<file path="src/rtl/uart_rx_fifo.sv">
// UART receiver with programmable framing (5-8 data bits, optional parity, 1-2 stop bits)
// feeding a first-word-fall-through FIFO, with sticky framing/parity/overrun flags.
module uart_rx_fifo #(
    parameter int CLK_PER_BIT = 434,
    parameter int DATA_BITS   = 8,
    parameter int PARITY      = 0,
    parameter int STOP_BITS   = 1,
    parameter int FIFO_DEPTH  = 16
) (
    input  logic                          clk,
    input  logic                          rst,
    input  logic                          rxd,
    input  logic                          rd_en,
    output logic [DATA_BITS-1:0]          rd_data,
    output logic                          rd_valid,
    output logic [$clog2(FIFO_DEPTH):0]   count,
    output logic                          frame_err,
    output logic                          parity_err,
    output logic                          overrun_err,
    input  logic                          err_clr
);
    localparam int CW = $clog2(CLK_PER_BIT);
    localparam int AW = $clog2(FIFO_DEPTH);
    localparam logic [CW-1:0] HALF_CNT  = CW'(CLK_PER_BIT / 2 - 1);
    localparam logic [CW-1:0] BIT_CNT   = CW'(CLK_PER_BIT - 1);
    localparam logic [2:0]    LAST_DATA = 3'(DATA_BITS - 1);
    localparam logic [2:0]    LAST_STOP = 3'(STOP_BITS - 1);

    typedef enum logic [2:0] {IDLE, START, DATA, PAR, STOP, WAIT_IDLE} state_t;

    state_t                 state_q, state_d;
    logic                   rx_meta, rxs;
    logic [CW-1:0]          cnt_q, cnt_d;
    logic [2:0]             bit_q, bit_d;
    logic [DATA_BITS-1:0]   shreg_q, shreg_d;
    logic                   par_bad_q, par_bad_d;
    logic                   tick, char_done, fe_set;

    always_ff @(posedge clk) begin
        if (rst) begin
            rx_meta <= 1'b1;
            rxs     <= 1'b1;
        end else begin
            rx_meta <= rxd;
            rxs     <= rx_meta;
        end
    end

    assign tick = (cnt_q == '0);

    always_ff @(posedge clk) begin
        if (rst) state_q <= IDLE;
        else     state_q <= state_d;
    end

    always_comb begin
        state_d   = state_q;
        cnt_d     = cnt_q;
        bit_d     = bit_q;
        shreg_d   = shreg_q;
        par_bad_d = par_bad_q;
        char_done = 1'b0;
        fe_set    = 1'b0;
        case (state_q)
            IDLE: if (!rxs) begin
                state_d   = START;
                cnt_d     = HALF_CNT;
                bit_d     = '0;
                par_bad_d = 1'b0;
            end
            START: if (!tick) cnt_d = cnt_q - CW'(1);
                   else if (rxs) state_d = IDLE;
                   else begin
                       state_d = DATA;
                       cnt_d   = BIT_CNT;
                   end
            DATA: if (!tick) cnt_d = cnt_q - CW'(1);
                  else begin
                      shreg_d = {rxs, shreg_q[DATA_BITS-1:1]};
                      cnt_d   = BIT_CNT;
                      if (bit_q == LAST_DATA) begin
                          bit_d   = '0;
                          state_d = (PARITY == 0) ? STOP : PAR;
                      end else begin
                          bit_d = bit_q + 3'd1;
                      end
                  end
            PAR: if (!tick) cnt_d = cnt_q - CW'(1);
                 else begin
                     // even: data^parity must be 0; odd: must be 1
                     par_bad_d = (^shreg_q) ^ rxs ^ (PARITY == 1);
                     cnt_d     = BIT_CNT;
                     state_d   = STOP;
                 end
            STOP: if (!tick) cnt_d = cnt_q - CW'(1);
                  else if (!rxs) begin
                      fe_set  = 1'b1;
                      state_d = WAIT_IDLE;
                  end else if (bit_q == LAST_STOP) begin
                      char_done = 1'b1;
                      state_d   = IDLE;
                  end else begin
                      bit_d = bit_q + 3'd1;
                      cnt_d = BIT_CNT;
                  end
            WAIT_IDLE: if (rxs) state_d = IDLE;
            default: state_d = IDLE;
        endcase
    end

    always_ff @(posedge clk) begin
        if (rst) begin
            cnt_q     <= '0;
            bit_q     <= '0;
            shreg_q   <= '0;
            par_bad_q <= 1'b0;
        end else begin
            cnt_q     <= cnt_d;
            bit_q     <= bit_d;
            shreg_q   <= shreg_d;
            par_bad_q <= par_bad_d;
        end
    end

    logic [DATA_BITS-1:0] mem [FIFO_DEPTH];
    logic [AW:0]          wr_ptr, rd_ptr;
    logic [AW-1:0]        rd_next;
    logic                 full, pop, push, pe_set, ov_set;

    assign count    = wr_ptr - rd_ptr;
    assign rd_valid = (count != '0);
    assign full     = (count == (AW+1)'(FIFO_DEPTH));
    assign rd_next  = rd_ptr[AW-1:0] + AW'(1);
    assign pop      = rd_en && rd_valid;
    // a pop in the same cycle frees the slot, so a full FIFO still accepts
    assign push     = char_done && !par_bad_q && (!full || rd_en);
    assign pe_set   = char_done && par_bad_q;
    assign ov_set   = char_done && !par_bad_q && full && !rd_en;

    always_ff @(posedge clk) begin
        if (!rst && push) mem[wr_ptr[AW-1:0]] <= shreg_q;
    end

    always_ff @(posedge clk) begin
        if (rst) begin
            wr_ptr      <= '0;
            rd_ptr      <= '0;
            rd_data     <= '0;
            frame_err   <= 1'b0;
            parity_err  <= 1'b0;
            overrun_err <= 1'b0;
        end else begin
            if (push) wr_ptr <= wr_ptr + (AW+1)'(1);
            if (pop)  rd_ptr <= rd_ptr + (AW+1)'(1);
            // rd_data is a registered head copy so it holds its last value when empty
            if (pop) begin
                if (count > (AW+1)'(1)) rd_data <= mem[rd_next];
                else if (push)          rd_data <= shreg_q;
            end else if (push && !rd_valid) begin
                rd_data <= shreg_q;
            end
            frame_err   <= fe_set | (frame_err   & ~err_clr);
            parity_err  <= pe_set | (parity_err  & ~err_clr);
            overrun_err <= ov_set | (overrun_err & ~err_clr);
        end
    end
endmodule

</file>
<file path="config.mk">
export PLATFORM = sky130hd
export DESIGN_NAME = uart_rx_fifo
export DESIGN_NICKNAME = d
export VERILOG_FILES = /design/src/rtl/uart_rx_fifo.sv
export SDC_FILE = /design/constraint.sdc
export NUM_CORES = 1
export LEC_CHECK = 0
export ABC_AREA = 1
export BUFFER_PORTS_ARGS = -buffer_cell sky130_fd_sc_hd__buf_2
export CORE_ASPECT_RATIO = 0.9
export CORE_MARGIN = 5
export CORE_UTILIZATION = 35
export DETAILED_ROUTE_END_ITERATION = 12
export GPL_TIMING_DRIVEN = 1
export PLACE_DENSITY_LB_ADDON = 0.12
export SKIP_CTS_REPAIR_TIMING = 1
export SYNTH_ARGS = -nofsm -noshare
export SYNTH_HDL_FRONTEND = slang
export SYNTH_SLANG_ARGS = --single-unit
</file>
<file path="constraint.sdc">
create_clock -name clk -period 2.7 [get_ports clk]
set_input_delay 0.81 -clock clk [delete_from_list [all_inputs] [get_ports clk]]
set_output_delay 0.81 -clock clk [all_outputs]
set_load 0.01 [all_outputs]
</file>
Word-level counts from Yosys, hierarchy flattened

Memories as Yosys holds them, arrays and structs flattened.
Cells that the tools add are included.

Flip-flop bits (word level): 47
Memory bits (writable): 128
Output and inout port bits: 17
Word-level logic and storage cells: 122
Memories kept: 1

Memory list:

| name | words | bits a word | read ports | clocked after Yosys merged registers in | wr ports | line | source |
|---|---|---|---|---|---|---|---|
| mem  | 16    | 8           | 1          | 0                                       | 1        | 125  | `logic [DATA_BITS-1:0] mem [FIFO_DEPTH];` |

Add/sub/neg operators: 6
$lt $le $gt $ge: 1
Eq/ne operators: 21
Multiplexer cells: 42
Bitwise logic cells: 8
Reductions and logical operators: 30

Operators by type and width:

| kind                                                                  | count |
|---|---|
| 9-bit two-way mux                                                     | 7 |
| 3-bit two-way mux                                                     | 15 |
| 9-bit case mux with 4 select lines                                    | 1 |
| 8-bit two-way mux                                                     | 4 |
| 2-bit != test (second input constant)                                 | 9 |
| 3-bit case mux with 6 select lines                                    | 1 |
| 3-bit != test (second input constant)                                 | 4 |
| 1-bit two-way mux                                                     | 11 |
| 5-bit by 1-bit adder with 5-bit output (second input constant)        | 2 |
| 3-bit == test (second input constant)                                 | 3 |
| 9-bit zero test                                                       | 1 |
| 3-bit case mux with 3 select lines                                    | 1 |
| 9-bit by 1-bit subtractor with 9-bit output (second input constant)   | 1 |
| 1-bit logical AND                                                     | 8 |
| 8-bit AND reduction                                                   | 1 |
| 8-bit parity                                                          | 1 |
| 3-bit by 2-bit == test with 1-bit output (second input constant)      | 2 |
| 3-bit zero test                                                       | 2 |
| 6-bit AND reduction                                                   | 1 |
| 5-bit == test (second input constant)                                 | 1 |
| 5-bit by 1-bit > comparator with 1-bit output (second input constant) | 1 |
| 1-bit zero test                                                       | 5 |
| 5-bit AND reduction                                                   | 1 |
| 5-bit nonzero test                                                    | 1 |
| 18 further kinds                                                      | 24 |

Longest topological paths before layout

Depth in word-level cells: 10
Depth in mapped cells: 14

Worst setup path before layout

No wires, ideal clock.

Path kind: register -> register
Start point: register wr_ptr[0]
End point: memory mem[3][0], enable pin
Data arrival time: 2.479 ns
Data required time: 2.330 ns
Setup slack: -0.149 ns
Cell stages (with the launch flop): 13
Path buffers: 0
Clock period less this slack: 2.849 ns
Cell sequence: dfxtp_1 -> inv_1 -> ha_1 -> fa_1 -> xnor2_1 -> inv_1 -> nand3_1 -> nor2_2 -> nand2_1 -> nand2_4 -> nor2_1 -> nand2_1 -> nor2_1

Cells in the longest elaborated chain, start to end: 8

Ends and longest elaborated chain:

| item                                    | line | source |
|---|---|---|
| start, declared                         | 126  | `logic [AW:0] wr_ptr, rd_ptr;` |
| start signal, assigned                  | 153  | `if (push) wr_ptr <= wr_ptr + (AW+1)'(1);` |
| 5-bit subtractor                        | 130  | `assign count = wr_ptr - rd_ptr;` |
| named net count[2]                      | 16   | `output logic [$clog2(FIFO_DEPTH):0] count,` |
| 5-bit == test                           | 132  | `assign full = (count == (AW+1)'(FIFO_DEPTH));` |
| 1-bit zero test                         | 136  | `assign push = char_done && !par_bad_q && (!full \|\| rd_en);` |
| 1-bit logical OR                        | 136  |  |
| 1-bit logical AND                       | 136  |  |
| 1-bit logical AND                       | 141  | `if (!rst && push) mem[wr_ptr[AW-1:0]] <= shreg_q;` |
| 1-bit two-way mux                       | 141  |  |
| 1-bit two-way mux (not written as such) | 141  |  |
| end, declared                           | 125  |  |

The timed path passes the listed nets, and every way through them passes these cells.

Final worst setup path

Start point: register wr_ptr[0]
End point: output port rd_valid

Cells in the longest elaborated chain, start to end: 2

Ends and longest elaborated chain:

| item               | line | source |
|---|---|---|
| 5-bit subtractor   | 130  |  |
| 5-bit nonzero test | 131  | `assign rd_valid = (count != '0);` |
| end, declared      | 15   | `output logic rd_valid,` |

Every way passes these cells.

==> impl_summary.md <==
Yosys
The number of flops mapped to enable cells by yosys is 128. The portion of the post-synthesis area used by sequential elements is 0.5998. The post-synthesis net count is 833.

A synthesized cell averages 9.811 sq um. The instance count of the mapped netlist is 813. The most instantiated flip-flop cell in the synthesis netlist is sky130_fd_sc_hd__edfxtp_1.

During synthesis, Yosys emitted a total of 0 warnings. Counting flops and latches in the post-synthesis netlist gives 175. The total standard cell area after synthesis is 7976 sq um. The proportion of register bits with asynchronous set or reset after synthesis is 0. The distinct cell type count of the synthesized netlist is 40.

Floorplan
The area enclosed by the die boundary is 25910 sq um. The site row count is 52. The number of top-level pins is 22. The initial standard-cell utilization of the core is 0.3554. The standard cell core area is 22450 sq um. The floorplan die height is 153.2 um. Measured along the x axis, the die boundary spans 169.1 um.

Placed design
The final RePlAce weighted congestion is 0.8707. The number of placed instances with taps included is 1152. The count of buffers inserted at the top-level ports is 21. The placed cell area is 8730 sq um.

The HPWL after detailed placement is 13.94 mm.

Run status
The flow ran to the end, but the final reports show violations. The checks that failed: negative setup slack.

Global routing
The overall track demand over capacity in global routing is 0.1611. Global routing finished with a remaining overflow of 0. The global-route wire length before repair is 32.44 mm. The maximum number of pins on one net before global-route repair is 68.

The number of global-route vias before repair is 5875. The number of antenna violations at the first check in global routing is 0.

Drt
The total length of routed wires is 20.22 mm. The via count of the routed design is 5824. The mean number of vias per cell is 4.915. The count of routing violations after the opening detailed-route iteration is 426.

The detail route stage leaves a number of antenna-violating nets equal to 0. Before antenna repair, the detailed router went through 5 iterations. The final routed wire length divided by cell count is 17.06 um. For this run, design rule violations remaining after detail routing come to 0.

Worst setup path
The kind of critical path is flop to primary output. The reg2reg setup slack is 150 ps. On the worst path, the slowest cell contributes a delay of 410 ps.

Walking the worst path, the cells encountered are inv_2 > ha_4 > fa_2 > nand3b_1 > buf_4 > nand3_2 > nand2_2 > buf_6 > nand2_4 > buf_6. The worst reg2reg path depth is 15. Of all nets on the critical path, the largest fanout is 4. The launching instance or port of the critical path is wr_ptr[0]. The element type at the critical path start is a flop. The data required time at the worst endpoint is 1890 ps. The endpoint of the lowest-slack register-to-register path is mem[5][1]. By instance count, the cell type seen most on the critical path is sky130_fd_sc_hd__buf_6. The startpoint identified for the worst register-to-register timing path is wr_ptr[0]. The arrival time at the worst endpoint is 2150 ps. The endpoint of the worst setup timing path is rd_valid. The worst setup path is captured at a primary output.

The library cell contributing the largest single delay on the critical path is sky130_fd_sc_hd__fa_2.

STA
The maximum operating frequency is 337.4 MHz. The final worst clock skew is 15.57 ps. The final clock period utilization by the worst path is 1.098. The count of final max-slew check failures is 0.

The slew at the pin closest to its max-slew limit is 626.8 ps. The worst path in the final design needs a cycle of 2964 ps, including I/O delays and setup. Across all hold checks on the routed design, the worst slack comes to 418.3 ps.

The total setup violations reported at the end of the flow is 2. The setup slack after layout is -263.6 ps. Measured against its own limit, the worst slew margin works out to 0.5777.

Setup repair after global routing could not meet its margin everywhere. The final number of hold-violating endpoints is 0.

Cells and area
The fraction of layout cells with a size suffix above 1 is 0.1869. At the end of the flow the core is filled with cells to 0.4196. Once layout is done, the placed cells without fillers occupy 9419 sq um. For this run, the post-layout net count is 895. Relative to the synthesized area, the layout overhead comes to 18.09%. The antenna diode count is 0. The finished layout holds 1185 standard cells, fillers aside.

CTS
The H-tree depth is 4. The CTS tree is built. The cell at the root of the clock tree is sky130_fd_sc_hd__clkbuf_16. TritonCTS created 17 clock buffers. In this run the deepest clock path goes through 2 buffers. The clock-pin slew of the registers on the worst-case setup and hold paths is 80 ps. The number of sinks driven by the clock tree is 175. Clock latency on the worst-skew pair, taken at its later pin, is 440 ps.

Power and ir drop
The internal power of the cells totals 0.005169 W. The power density over the cells is 841.1 nW/um^2. Summed over all cells, the static leakage comes to 3.703 nW. The relative contribution of the clock network to total power is 0.312. Of the total power, the share spent switching nets is 0.3475.

The worst ir drop on vdd is 0.3773 mV. Of the total power, combinational logic draws 0.286. Summed over all nets, the switching power comes to 0.002753 W.

The final total power is 0.007922 W. The share of power burned in registers is 0.402.

Flow run
Max-cap violations in this run came to 0.

Worst hold path
The classification of the worst-slack hold path is flop to flop.
[cells by family (layout without fill, tap and decap cells)]
group                      after synthesis  in the layout  share of synthesized area
and+or+nand+nor                        350            350                     0.1810
DFF                                    175            175                     0.5998
AOI/OAI and AO/OA                      162            162                     0.1206
buffers and inverters                   93            168                    0.05098
xor gates and xnor gates                18             18                    0.02306
adders and majority gates               15             15                    0.02447
[worst min path at each step]
stage                       start  endpoint  slack (ps)  cells after the start
after CTS                 rx_meta       rxs         420                      1
final                     rx_meta       rxs         420                      1
after global routing      rx_meta       rxs         450                      1
after floorplan           rx_meta       rxs         390                      1
after detailed placement  rx_meta       rxs         400                      1
after global placement    rx_meta       rxs         400                      1
[metrics by stage]
step / setup WS [ps] / TNS, ps
global placement: -20.85 / -495.0
floorplan: 26.45 / 0
detailed placement: -53.65 / -3782
CTS: -453.7 / -7656
finish: -263.6 / -514.5
global route: -357.3 / -707.5
[worst max-delay path, delay by kind of cell, from the launching register on]
kind                     cells  cell delay, ps
adder cells (fa/ha/maj)      2             570
buffers and inverters        4             420
AND/OR/NAND/NOR              4             380
flip-flops                   1             340
[synthesized netlist by cell type, types with 2 or more instances]
master / number / area [sq um]
sky130_fd_sc_hd__or2_2: 2 / 12.51
sky130_fd_sc_hd__nor2_4: 2 / 22.52
sky130_fd_sc_hd__dfxtp_1: 47 / 940.9
sky130_fd_sc_hd__nand2_1: 105 / 394.1
sky130_fd_sc_hd__xor2_1: 7 / 61.31
sky130_fd_sc_hd__xnor2_1: 9 / 78.83
sky130_fd_sc_hd__nor3_1: 8 / 40.04
sky130_fd_sc_hd__inv_1: 62 / 232.7
sky130_fd_sc_hd__edfxtp_1: 128 / 3844
sky130_fd_sc_hd__o211ai_2: 10 / 125.1
sky130_fd_sc_hd__nor2_2: 3 / 18.77
sky130_fd_sc_hd__buf_4: 3 / 22.52
sky130_fd_sc_hd__nand3_1: 44 / 220.2
sky130_fd_sc_hd__nand2_4: 2 / 22.52
sky130_fd_sc_hd__a211oi_1: 4 / 30.03
sky130_fd_sc_hd__buf_2: 8 / 40.04
sky130_fd_sc_hd__a21oi_1: 27 / 135.1
sky130_fd_sc_hd__nor2_1: 176 / 660.6
sky130_fd_sc_hd__o21ai_0: 93 / 465.5
sky130_fd_sc_hd__nand2_2: 4 / 25.02
sky130_fd_sc_hd__clkbuf_8: 2 / 27.53
sky130_fd_sc_hd__clkbuf_1: 10 / 37.54
sky130_fd_sc_hd__o211ai_1: 22 / 165.2
sky130_fd_sc_hd__buf_1: 4 / 15.01
sky130_fd_sc_hd__o21ai_1: 3 / 15.01
sky130_fd_sc_hd__ha_1: 14 / 175.2
[final cells by class]
| class | instances | area [sq um] |
|---|---|---|
| Clock buffer | 17 | 425.4 |
| Clock inverter | 15 | 165.2 |
| Fill cell | 2193 | 13030 |
| Inverter | 63 | 239.0 |
| Multi-Input combinational cell | 545 | 2902 |
| Sequential cell | 175 | 4788 |
| Tap cell | 297 | 371.6 |
| Timing Repair Buffer | 73 | 528.0 |
[flip-flops by register name, summed over array words and instances, names as in the netlist]
register / flops
bit_q: 3
cnt_q: 9
frame_err: 1
mem: 128
overrun_err: 1
par_bad_q: 1
parity_err: 1
rd_data: 8
rd_ptr: 5
rx_meta: 1
rxs: 1
shreg_q: 8
state_q: 3
wr_ptr: 5
[cell usage in the layout (no fill, tap or decap), types with 8 or more instances in the layout]
| cell type | netlist | layout |
|---|---|---|
| sky130_fd_sc_hd__inv_1 | 62 | 60 |
| sky130_fd_sc_hd__xnor2_1 | 9 | 8 |
| sky130_fd_sc_hd__a21oi_1 | 27 | 26 |
| sky130_fd_sc_hd__ha_1 | 14 | 12 |
| sky130_fd_sc_hd__o211ai_1 | 22 | 22 |
| sky130_fd_sc_hd__nor2_2 | 3 | 20 |
| sky130_fd_sc_hd__buf_2 | 8 | 19 |
| sky130_fd_sc_hd__clkbuf_16 | 0 | 17 |
| sky130_fd_sc_hd__buf_4 | 3 | 49 |
| sky130_fd_sc_hd__o21ai_0 | 93 | 93 |
| sky130_fd_sc_hd__nor2_1 | 176 | 158 |
| sky130_fd_sc_hd__nand2_1 | 105 | 100 |
| sky130_fd_sc_hd__dfxtp_1 | 47 | 44 |
| sky130_fd_sc_hd__nand3_1 | 44 | 43 |
| sky130_fd_sc_hd__edfxtp_1 | 128 | 128 |
| sky130_fd_sc_hd__o211ai_2 | 10 | 10 |
| sky130_fd_sc_hd__nor3_1 | 8 | 8 |
[power by group through the flow]
stage / Clock, W / Combinational, W / Sequential, W
after floorplan: 0 / 0.00149 / 0.00328
after global placement: 0 / 0.00219 / 0.00324
after detailed placement: 0 / 0.00222 / 0.00324
after CTS: 0.00252 / 0.00224 / 0.00318
after global routing: 0.00266 / 0.00256 / 0.00321
final: 0.00247 / 0.00227 / 0.00319
[layer usage]
layer | track usage | wire length (um) | up-vias
met5 | 0 | 0 | -
li1 | - | - | 2891
met3 | 0.03022 | 724 | 36
met2 | 0.2569 | 9475 | 103
met4 | 0.06478 | 555 | 0
met1 | 0.2170 | 9466 | 2794
Power figures use the tool's default switching activity.
